$ cat src/rtl/alu_issue_ctrl.sv
// alu_issue_ctrl: multi-cycle issue/sequencing controller that sits on the
// driving side of a 16-bit ALU. It takes one instruction at a time over a
// valid/ready handshake, reads operands from an internal 8x16 register file,
// drives the ALU inputs, captures Result/Zero, then performs a writeback,
// a data-memory access, or a PC update.
//
// Ports:
//   Clk, Rst_n                 clock (rising edge), async active-low reset
//   Instr/Instr_Valid/Ready    instruction handshake
//   Alu_Operand1/2, Alu_Opcode,
//   Alu_Shift                  registered ALU drive, held until retire
//   Alu_Result, Alu_Zero       combinational ALU outputs
//   Mem_Req/We/Addr/Wdata      data-memory request, held until Mem_Ack
//   Mem_Rdata, Mem_Ack         load data / one-cycle completion pulse
//   Pc                         program counter
//   Done                       one-cycle retire pulse
//   Dbg_Addr, Dbg_Data         combinational register-file read port
module alu_issue_ctrl #(
  parameter logic [15:0] PC_RESET = 16'h0000,
  parameter bit          R0_ZERO  = 1'b1
) (
  input  logic        Clk,
  input  logic        Rst_n,
  input  logic [15:0] Instr,
  input  logic        Instr_Valid,
  output logic        Instr_Ready,
  output logic [15:0] Alu_Operand1,
  output logic [15:0] Alu_Operand2,
  output logic [2:0]  Alu_Opcode,
  output logic        Alu_Shift,
  input  logic [15:0] Alu_Result,
  input  logic        Alu_Zero,
  output logic        Mem_Req,
  output logic        Mem_We,
  output logic [15:0] Mem_Addr,
  output logic [15:0] Mem_Wdata,
  input  logic [15:0] Mem_Rdata,
  input  logic        Mem_Ack,
  output logic [15:0] Pc,
  output logic        Done,
  input  logic [2:0]  Dbg_Addr,
  output logic [15:0] Dbg_Data
);

  typedef enum logic [2:0] {
    S_IDLE, S_OPER, S_EXEC, S_MEM, S_WB, S_DONE
  } state_t;

  localparam logic [2:0] OP_ADD   = 3'd0;
  localparam logic [2:0] OP_ADDI  = 3'd1;
  localparam logic [2:0] OP_SHIFT = 3'd2;
  localparam logic [2:0] OP_ROT   = 3'd3;
  localparam logic [2:0] OP_BEQZ  = 3'd4;
  localparam logic [2:0] OP_SW    = 3'd5;
  localparam logic [2:0] OP_LW    = 3'd6;
  localparam logic [2:0] OP_JMP   = 3'd7;

  state_t      r_state;
  logic [15:0] r_instr;
  logic [15:0] r_res;
  logic        r_z;
  logic [15:0] r_rf [8];

  logic [2:0]  w_op, w_rd, w_rs, w_rt;
  logic [15:0] w_imm_sext, w_amt_zext;
  logic        w_dir;
  logic [15:0] w_rd_val, w_rs_val, w_rt_val;
  logic [15:0] w_pc_inc, w_pc_next;
  logic        w_wb_en;

  assign w_op       = r_instr[15:13];
  assign w_rd       = r_instr[12:10];
  assign w_rs       = r_instr[9:7];
  assign w_rt       = r_instr[6:4];
  assign w_dir      = r_instr[4];
  assign w_imm_sext = {{9{r_instr[6]}}, r_instr[6:0]};
  assign w_amt_zext = {12'h000, r_instr[3:0]};

  // R0 is hardwired to zero on every read port when R0_ZERO is set
  assign w_rd_val = (R0_ZERO && w_rd == 3'd0)     ? 16'h0000 : r_rf[w_rd];
  assign w_rs_val = (R0_ZERO && w_rs == 3'd0)     ? 16'h0000 : r_rf[w_rs];
  assign w_rt_val = (R0_ZERO && w_rt == 3'd0)     ? 16'h0000 : r_rf[w_rt];
  assign Dbg_Data = (R0_ZERO && Dbg_Addr == 3'd0) ? 16'h0000 : r_rf[Dbg_Addr];

  assign w_wb_en  = !(R0_ZERO && w_rd == 3'd0);
  assign w_pc_inc = Pc + 16'd1;

  always_comb begin
    w_pc_next = w_pc_inc;
    case (w_op)
      OP_BEQZ: if (r_z) w_pc_next = w_pc_inc + w_imm_sext;
      OP_JMP:  w_pc_next = r_res;
      default: ;
    endcase
  end

  always_ff @(posedge Clk or negedge Rst_n) begin
    if (!Rst_n) begin
      r_state      <= S_IDLE;
      r_instr      <= '0;
      r_res        <= '0;
      r_z          <= 1'b0;
      for (int i = 0; i < 8; i++) r_rf[i] <= '0;
      Instr_Ready  <= 1'b1;
      Alu_Operand1 <= '0;
      Alu_Operand2 <= '0;
      Alu_Opcode   <= '0;
      Alu_Shift    <= 1'b0;
      Mem_Req      <= 1'b0;
      Mem_We       <= 1'b0;
      Mem_Addr     <= '0;
      Mem_Wdata    <= '0;
      Pc           <= PC_RESET;
      Done         <= 1'b0;
    end else begin
      Done <= 1'b0;
      case (r_state)
        S_IDLE: begin
          if (Instr_Valid) begin
            r_instr     <= Instr;
            Instr_Ready <= 1'b0;
            r_state     <= S_OPER;
          end
        end
        S_OPER: begin
          // ALU drive stays put from here until retire
          Alu_Opcode   <= w_op;
          Alu_Shift    <= 1'b0;
          Alu_Operand1 <= w_rs_val;
          case (w_op)
            OP_ADD:           Alu_Operand2 <= w_rt_val;
            OP_ADDI, OP_JMP:  Alu_Operand2 <= w_imm_sext;
            OP_SHIFT, OP_ROT: begin
              Alu_Operand2 <= w_amt_zext;
              Alu_Shift    <= w_dir;
            end
            OP_BEQZ:          Alu_Operand2 <= '0;
            OP_SW: begin
              Alu_Operand1 <= w_rd_val;
              Alu_Operand2 <= w_rs_val;
            end
            default: begin  // LW
              Alu_Operand1 <= '0;
              Alu_Operand2 <= w_rs_val;
            end
          endcase
          r_state <= S_EXEC;
        end
        S_EXEC: begin
          r_res <= Alu_Result;
          r_z   <= Alu_Zero;
          case (w_op)
            OP_BEQZ, OP_JMP: begin
              Done    <= 1'b1;
              r_state <= S_DONE;
            end
            OP_SW, OP_LW: begin
              Mem_Req   <= 1'b1;
              Mem_We    <= (w_op == OP_SW);
              Mem_Addr  <= Alu_Result;
              Mem_Wdata <= w_rd_val;
              r_state   <= S_MEM;
            end
            default: r_state <= S_WB;
          endcase
        end
        S_MEM: begin
          if (Mem_Ack) begin
            Mem_Req <= 1'b0;
            Mem_We  <= 1'b0;
            if (w_op == OP_LW) begin
              r_res   <= Mem_Rdata;  // load data reuses the writeback path
              r_state <= S_WB;
            end else begin
              Done    <= 1'b1;
              r_state <= S_DONE;
            end
          end
        end
        S_WB: begin
          if (w_wb_en) r_rf[w_rd] <= r_res;
          Done    <= 1'b1;
          r_state <= S_DONE;
        end
        S_DONE: begin
          Pc          <= w_pc_next;
          Instr_Ready <= 1'b1;
          r_state     <= S_IDLE;
        end
        default: r_state <= S_IDLE;
      endcase
    end
  end

endmodule
$ cat config.mk
export PLATFORM = sky130hd
export DESIGN_NAME = alu_issue_ctrl
export DESIGN_NICKNAME = d
export VERILOG_FILES = /design/src/rtl/alu_issue_ctrl.sv
export SDC_FILE = /design/constraint.sdc
export NUM_CORES = 1
export LEC_CHECK = 0
export ABC_CLOCK_PERIOD_IN_PS = 5600
export CAP_MARGIN = 20
export CELL_PAD_IN_SITES_DETAIL_PLACEMENT = 1
export CELL_PAD_IN_SITES_GLOBAL_PLACEMENT = 1
export CORE_ASPECT_RATIO = 0.9
export CORE_MARGIN = 3
export CORE_UTILIZATION = 49
export DETAILED_ROUTE_END_ITERATION = 8
export PLACE_DENSITY_LB_ADDON = 0.12
export SETUP_SLACK_MARGIN = 0.5
export SLEW_MARGIN = 20
export SYNTH_ARGS = -nofsm -noshare
export SYNTH_HDL_FRONTEND = slang
export SYNTH_SLANG_ARGS = --single-unit
$ cat constraint.sdc
create_clock -name Clk -period 5.6 [get_ports Clk]
set_input_delay 1.12 -clock Clk [delete_from_list [all_inputs] [get_ports Clk]]
set_output_delay 1.12 -clock Clk [all_outputs]
set_load 0.01 [all_outputs]
==> results of run 1 <==
## state kept, by name (all words and copies together) (netlist names)
| name | flops |
|---|---|
| r_res | 16 |
| Mem_Addr | 16 |
| r_rf | 113 |
| Alu_Shift | 1 |
| Mem_Req | 1 |
| r_state | 3 |
| Pc | 16 |
| Alu_Operand2 | 16 |
| r_instr | 16 |
| Mem_Wdata | 16 |
| Mem_We | 1 |
| Alu_Operand1 | 16 |
| Instr_Ready | 1 |
| r_z | 1 |
| Done | 1 |
| Alu_Opcode | 3 |
## layer usage
metal,wire length (um),part of all wire [%]
met1,22400,44
met5,17,0.034
met4,1070,2.1
met2,21000,41
met3,6170,12
## power groups by stage
stage          sequential, W  combinational, W  clock (W)
2_1_floorplan        0.00319           0.00405          0
3_5_place_dp         0.00382           0.00579          0
5_1_grt              0.00398           0.00644    0.00197
4_1_cts              0.00382           0.00586    0.00189
3_3_place_gp         0.00376           0.00558          0
6_report             0.00391           0.00593    0.00186
## how the worst max path moves through the flow
| stage | from | to | slack, ns | cells past startpoint |
|---|---|---|---|---|
| 2_1_floorplan | Dbg_Addr[0] | Dbg_Data[10] | 2.10 | 5 |
| 3_3_place_gp | Dbg_Addr[1] | Dbg_Data[10] | 1.03 | 6 |
| 3_5_place_dp | Dbg_Addr[1] | Dbg_Data[9] | 0.89 | 6 |
| 4_1_cts | Dbg_Addr[1] | Dbg_Data[9] | 0.90 | 6 |
| 5_1_grt | Dbg_Addr[1] | Dbg_Data[7] | 0.84 | 6 |
| 6_report | Dbg_Addr[1] | Dbg_Data[9] | 0.91 | 6 |
## logic make-up (layout without fill, tap and decap cells)
kind of cell	after synthesis	count (layout)	share of synthesized area, %
adders and majority gates	19	19	1.71
buffers and inverters	152	265	4.53
DFF	237	237	41.4
AOI/OAI and AO/OA	361	361	16.5
and+or+nand+nor	236	236	7.46
xor gates and xnor gates	22	22	1.35
muxes	287	287	27.0
## placed cells by master, fill, tap and decap left out, types with 5 or more instances in the layout
| cell type | count |
|---|---|
| a211oi_1 | 20 |
| a21o_1 | 17 |
| a21oi_1 | 106 |
| a221oi_1 | 35 |
| a222oi_1 | 6 |
| a22oi_1 | 28 |
| and3_1 | 5 |
| buf_4 | 25 |
| clkbuf_1 | 6 |
| clkbuf_16 | 29 |
| clkbuf_8 | 6 |
| clkdlybuf4s50_1 | 156 |
| clkinv_2 | 6 |
| dfrtp_1 | 233 |
| ha_1 | 18 |
| inv_1 | 29 |
| mux2_2 | 190 |
| mux2i_1 | 36 |
| mux4_2 | 60 |
| nand2_1 | 101 |
| nand3_1 | 9 |
| nor2_1 | 67 |
| nor2b_1 | 11 |
| nor3_1 | 10 |
| o21a_1 | 19 |
| o21ai_0 | 76 |
| o21bai_1 | 5 |
| o221ai_1 | 19 |
| or3_1 | 5 |
| xnor2_1 | 12 |
| xor2_1 | 10 |
## area by class of cell
cell class                 count  share of cell area [%]
clock buffer                  41                    4.88
multi-input combinational    925                    45.5
timing repair buffer         186                    10.7
tap                          390                    2.86
clock inverter                 9                   0.580
inverter                      29                   0.639
sequential                   237                    34.8
## per-stage QoR
stage	total power, W	setup slack [ns]
final	0.0117	0.911
after global routing	0.0124	0.835
after floorplan	0.00724	2.10
after CTS	0.0116	0.897
after global placement	0.00934	1.03
after detailed placement	0.00961	0.886
==> results.md, run 1 <==
- Max VDD drop: 354 uV
- Tot GR Track Use: 32.5%
- Cell depth of the worst flop-to-flop path: 13
- Placer Congestion: 0.893
- Largest delay share family, worst path: buffers and inverters
- Multi-input logic area: 7760 um^2
- Seq pwr share: 33.4%
- EDFF count, synth: 0
- Initial Utilization: 50.4%
- # resized after CTS: 0
- Setup TNS: 0 ns
- # IOs: 160
- Bufs and invs on worst path: 3
- Fmax: 0.213 GHz
- Yosys top cell area share: 41.3%
- Largest net degree at the start of global routing: 103
- Hold WC Path Type: reg2reg
- Part of the Yosys area used for sequential elements: 41.4%
- Final nets: 1482
- Drt wl/cell: 27.8 um
- CTS tree: yes
- Top cells by count, synth: dfrtp_1 (236), mux2_2 (190), a21oi_1 (106), nand2_1 (102), o21ai_0 (76)
- Post-synth cell types: 63
- Core area: 28400 um^2
- Critical Path, Cell by Cell: clkdlybuf4s50_1, buf_4, mux2_2, a221oi_1, a21oi_1, clkdlybuf4s50_1
- Required @ worst endpoint: 4.48 ns
- Worst-margin pin slew: 1.17 ns
- Antenna Diode Count: 0
- Clk_lat worst skew: 0.55 ns
- Cell Area, Synth: 14300 um^2
- First-pass GRT wire length: 77700 um
- CP max stage delay: 0.92 ns
- Clock sinks: 237
- Period utilization: 83.7%
- Post CTS Setup Buffer Count: 0
- CP Class: in2out
- Switching share of power: 44.8%
- Slowest cell on crit path: clkdlybuf4s50_1
- Clock-pin slew on the worst setup and hold paths: 0.06 ns
- Most frequent cell after synthesis: dfrtp_1
- Final WL: 50600 um
- Post-synth top area cell: dfrtp_1
- Top cells by area, synth: dfrtp_1 (41%), mux2_2 (15%), mux4_2 (9.4%)
- Power per cell area: 687 nW/um^2
- GRT met1 Usage: 49.5%
- GR peak layer: met1
- Root buf cell: clkbuf_16
- Max Cap Viol: 0
- R2R setup slack: 2.17 ns
- Fill count: 2959
- Main synth FF type: dfrtp_1
- Unrepaired setup endpoints after global routing: false
- Max_slew headroom: 22.0%
- Rows: 58
- GRT overflow: 0
- Initial antenna violation count: 2
- CTS Hold Bufs: 0
- Worst hold margin: 0.387 ns
- Syn Area/Cell: 10.9 um^2
- DR iter-0 viols: 1144
- Grt met3 use: 11.0%
- Hold Path Sink: r_rf[116]
- # setup viols final: 0
- Post-layout util: 60.0%
- Vias: 12000
- Clk pwr share: 15.9%
- Crit path DAT: 3.57 ns
- Met2 Track Usage GR: 44.9%
- Final Skew: 0.0177 ns
- PortBufs: 159
- Design area: 17000 um^2
- CTS max path bufs: 3
- Comb power frac: 50.7%
- Ys Warns: 0
- Vias in the first global route: 12100
- DR pass1 iterations: 7
- Gate Count Post-Synth: 1314
- Placed Cells: 1767
- Worst setup EP type: primary output
- Die Y: 168 um
- Post-DP Area: 16100 um^2
- Synth async-reset ratio: 100%
- CTS H-tree depth: 1
- Num CTS Buffers: 28
- Int Power: 0.00647 W
- Outcome: complete, no violations
- CP most frequent cell: clkdlybuf4s50_1
- Source of the worst hold timing path: r_rf[116]
- DRC viols: 0
- Max Slew Vio Count: 0
- CP max FO: 11
- Share of cells above drive strength 1: 24.0%
- Vias per inst: 6.60
- Clock period minus worst slack: 4.69 ns
- Die width: 186 um
- DRT antenna net count: 0
- Worst setup SP type: primary input
- Sequential cell area: 5940 um^2
- Net Count, Synth: 1389
- WHS Path Cells: 0
- Worst r2r src: Pc[0]
- Hpwl dp: 34000 um
- Post-synthesis register bit count: 237
- Finished Layout Cells: 1817
- Hold Vio Cnt, Final: 0
- LEAKAGE: 7.15 nW
- Switch Pwr: 0.00524 W
- Area growth from synthesis to layout: 19.0%
- Reg2reg end: Pc[15]
- Total Die Area: 31300 um^2
Note: power is estimated with default switching activity, not from simulation.
==> run 2: changes to the inputs <==
--- a/config.mk
+++ b/config.mk
@@ -5,13 +5,13 @@
 export SDC_FILE = /design/constraint.sdc
 export NUM_CORES = 1
 export LEC_CHECK = 0
-export ABC_CLOCK_PERIOD_IN_PS = 5600
+export ABC_CLOCK_PERIOD_IN_PS = 4810
 export CAP_MARGIN = 20
 export CELL_PAD_IN_SITES_DETAIL_PLACEMENT = 1
 export CELL_PAD_IN_SITES_GLOBAL_PLACEMENT = 1
 export CORE_ASPECT_RATIO = 0.9
 export CORE_MARGIN = 3
-export CORE_UTILIZATION = 49
+export CORE_UTILIZATION = 45
 export DETAILED_ROUTE_END_ITERATION = 8
 export PLACE_DENSITY_LB_ADDON = 0.12
 export SETUP_SLACK_MARGIN = 0.5
==> constraint.sdc (replaced) <==
create_clock -name Clk -period 4.81 [get_ports Clk]
set_input_delay 0.962 -clock Clk [delete_from_list [all_inputs] [get_ports Clk]]
set_output_delay 0.962 -clock Clk [all_outputs]
set_load 0.01 [all_outputs]
==> run 2 against run 1 <==
Effect of this change:
- cell count rose by 1.1%
- highest routed layer is now met4
- sequential share of layout area is essentially flat
- first-iteration DRC count fell by 2.1%
- power increased by 15%
- critical path depth is 1 higher
- routed wire length is 2.2% lower
- largest power group unchanged
- via count fell by 1.7%
- global-route usage is 3.8 points lower
==> results.md, run 2 (synthesized netlist as in run 1, its figures left out) <==
- Outcome: complete, no violations (unchanged)
- Clk_lat worst skew: 0.55 ns (about the same)
- LEAKAGE: 7.14 nW (was 7.15 nW)
- # setup viols final: 0 (unchanged)
- Final nets: 1483 (was 1482)
- Hold WC Path Type: reg2reg (unchanged)
- Total Die Area: 34000 um^2 (was 31300 um^2)
- Period utilization: 87.3%
- Final WL: 49500 um (was 50600 um)
- Tot GR Track Use: 28.7% (was 32.5%)
- Initial antenna violation count: 0 (was 2)
- Clk pwr share: 15.8% (was 15.9%)
- Int Power: 0.00747 W (was 0.00647 W)
- Placer Congestion: 0.882 (was 0.893)
- Clock sinks: 237 (unchanged)
- Post CTS Setup Buffer Count: 0 (unchanged)
- Worst setup EP type: primary output (unchanged)
- Worst hold margin: 0.374 ns (was 0.387 ns)
- Commonest non-fill, non-tap cell in the layout: dfrtp_1 (unchanged)
- Slowest cell on crit path: clkdlybuf4s50_1 (unchanged)
- Bufs and invs on worst path: 4 (was 3)
- GRT overflow: 0 (unchanged)
- Max Cap Viol: 0 (unchanged)
- Clock period minus worst slack: 4.20 ns
- CP Class: in2out (unchanged)
- Final Skew: 0.0162 ns (was 0.0177 ns)
- Hold Vio Cnt, Final: 0 (unchanged)
- Max_slew headroom: 25.2% (was 22.0%)
- Comb power frac: 48.2% (was 50.7%)
- Drt wl/cell: 26.9 um (was 27.8 um)
- CP max stage delay: 0.60 ns (was 0.92 ns)
- Die Y: 175 um (was 168 um)
- Seq pwr share: 36.0% (was 33.4%)
- Num CTS Buffers: 28 (unchanged)
- Critical Path, Cell by Cell: clkdlybuf4s50_1, buf_6, nor2b_1, buf_4, a221oi_1, a21oi_1, clkdlybuf4s50_1 (was clkdlybuf4s50_1, buf_4, mux2_2, a221oi_1, a21oi_1, clkdlybuf4s50_1)
- Die width: 194 um (was 186 um)
- First-pass GRT wire length: 75800 um (was 77700 um)
- Share of cells above drive strength 1: 23.9% (was 24.0%)
- CTS tree: yes (unchanged)
- Vias: 11800 (was 12000)
- Largest delay share family, worst path: buffers and inverters (unchanged)
- DR pass1 iterations: 5 (was 7)
- Fmax: 0.238 GHz
- Crit path DAT: 3.24 ns (was 3.57 ns)
- Clock-pin slew on the worst setup and hold paths: 0.06 ns (about the same)
- Switch Pwr: 0.00596 W (was 0.00524 W)
- Most frequent cells in the layout: dfrtp_1 (233), mux2_2 (190), clkdlybuf4s50_1 (157), a21oi_1 (106), nand2_1 (101) (was dfrtp_1 (233), mux2_2 (190), clkdlybuf4s50_1 (156), a21oi_1 (106), nand2_1 (101))
- DR iter-0 viols: 1120 (was 1144)
- Core area: 31100 um^2 (was 28400 um^2)
- Rows: 61 (was 58)
- Vias per inst: 6.42 (was 6.60)
- Largest register FFs: 113 (unchanged)
- Setup TNS: 0 ns (unchanged)
- DRT antenna net count: 0 (unchanged)
- Max Slew Vio Count: 0 (unchanged)
- Worst setup SP type: primary input (unchanged)
- Largest net degree at the start of global routing: 112 (was 103)
- Vias in the first global route: 11800 (was 12100)
- Antenna Diode Count: 0 (unchanged)
- Root buf cell: clkbuf_16 (unchanged)
- Power per cell area: 788 nW/um^2 (was 687 nW/um^2)
- Initial Utilization: 46.0% (was 50.4%)
- Area growth from synthesis to layout: 19.0% (about the same)
- Required @ worst endpoint: 3.85 ns (was 4.48 ns)
- Unrepaired setup endpoints after global routing: false (unchanged)
- CTS H-tree depth: 1 (unchanged)
- CP most frequent cell: clkdlybuf4s50_1 (unchanged)
- DRC viols: 0 (unchanged)
- CP max FO: 33 (was 11)
- # IOs: 160 (unchanged)
- Switching share of power: 44.3% (was 44.8%)
- Max VDD drop: 344 uV (was 354 uV)
- PortBufs: 159 (unchanged)
- Hpwl dp: 34400 um (was 34000 um)
- Largest register by flop count: r_rf (unchanged)
- Worst-margin pin slew: 1.12 ns (was 1.17 ns)
- CTS max path bufs: 3 (unchanged)
-- run 2: final timing paths --
check,slack [ns],from,depth (start not counted),end
worst max-delay path,0.61,Dbg_Addr[1],7,Dbg_Data[1]
worst min-delay path,0.37,r_rf[116],0,r_rf[116]
worst max register to register,1.50,Pc[0],13,Pc[15]
worst min register to register,0.37,r_rf[116],0,r_rf[116]
max in group asynchronous,3.32,Rst_n,2,r_rf[94]
min in group asynchronous,0.48,Rst_n,1,r_instr[1]
-- run 2: power groups by stage --
stage / sequential (W) / clock, W / combinational [W]
6_report: 0.00484 / 0.00212 / 0.00648
5_1_grt: 0.00495 / 0.00224 / 0.00706
4_1_cts: 0.00474 / 0.00216 / 0.00645
3_5_place_dp: 0.00475 / 0 / 0.00638
3_3_place_gp: 0.00470 / 0 / 0.00622
2_1_floorplan: 0.00371 / 0 / 0.00472
-- run 2: what timing repair did --
action / in CTS / in global routing
setup endpoints to repair: 0 / 5
resized for setup: 0 / 1
hold buffers: 0 / 0
-- run 2: through the flow --
stage | cells | area, um^2 | setup WS, ns | util (%) | power (W)
floorplan | 1314 | 14300 | 1.63 | - | 0.00843
CTS | 1837 | 17000 | 0.549 | 54.7 | 0.0133
global route | 1837 | 17000 | 0.520 | 54.7 | 0.0143
detailed placement | 1787 | 16100 | 0.592 | 51.8 | 0.0111
global placement | 1787 | 16100 | 0.641 | 51.8 | 0.0109
finish | 1837 | 17000 | 0.610 | 54.7 | 0.0134
-- run 2: layout make-up --
cell class,count,area [um^2]
clock buffer,39,782
fill,3308,14100
inverter,29,109
clock inverter,11,123
multi-input combinational,925,7760
tap,409,512
sequential,237,5940
timing repair buffer,187,1820
-- run 2: metal layers --
metal | share of wire (%) | track usage (%)
met4 | 1.9 | 5.53
met5 | 0 | 0
met1 | 47 | 45.2
met3 | 11 | 8.37
met2 | 40 | 39.0
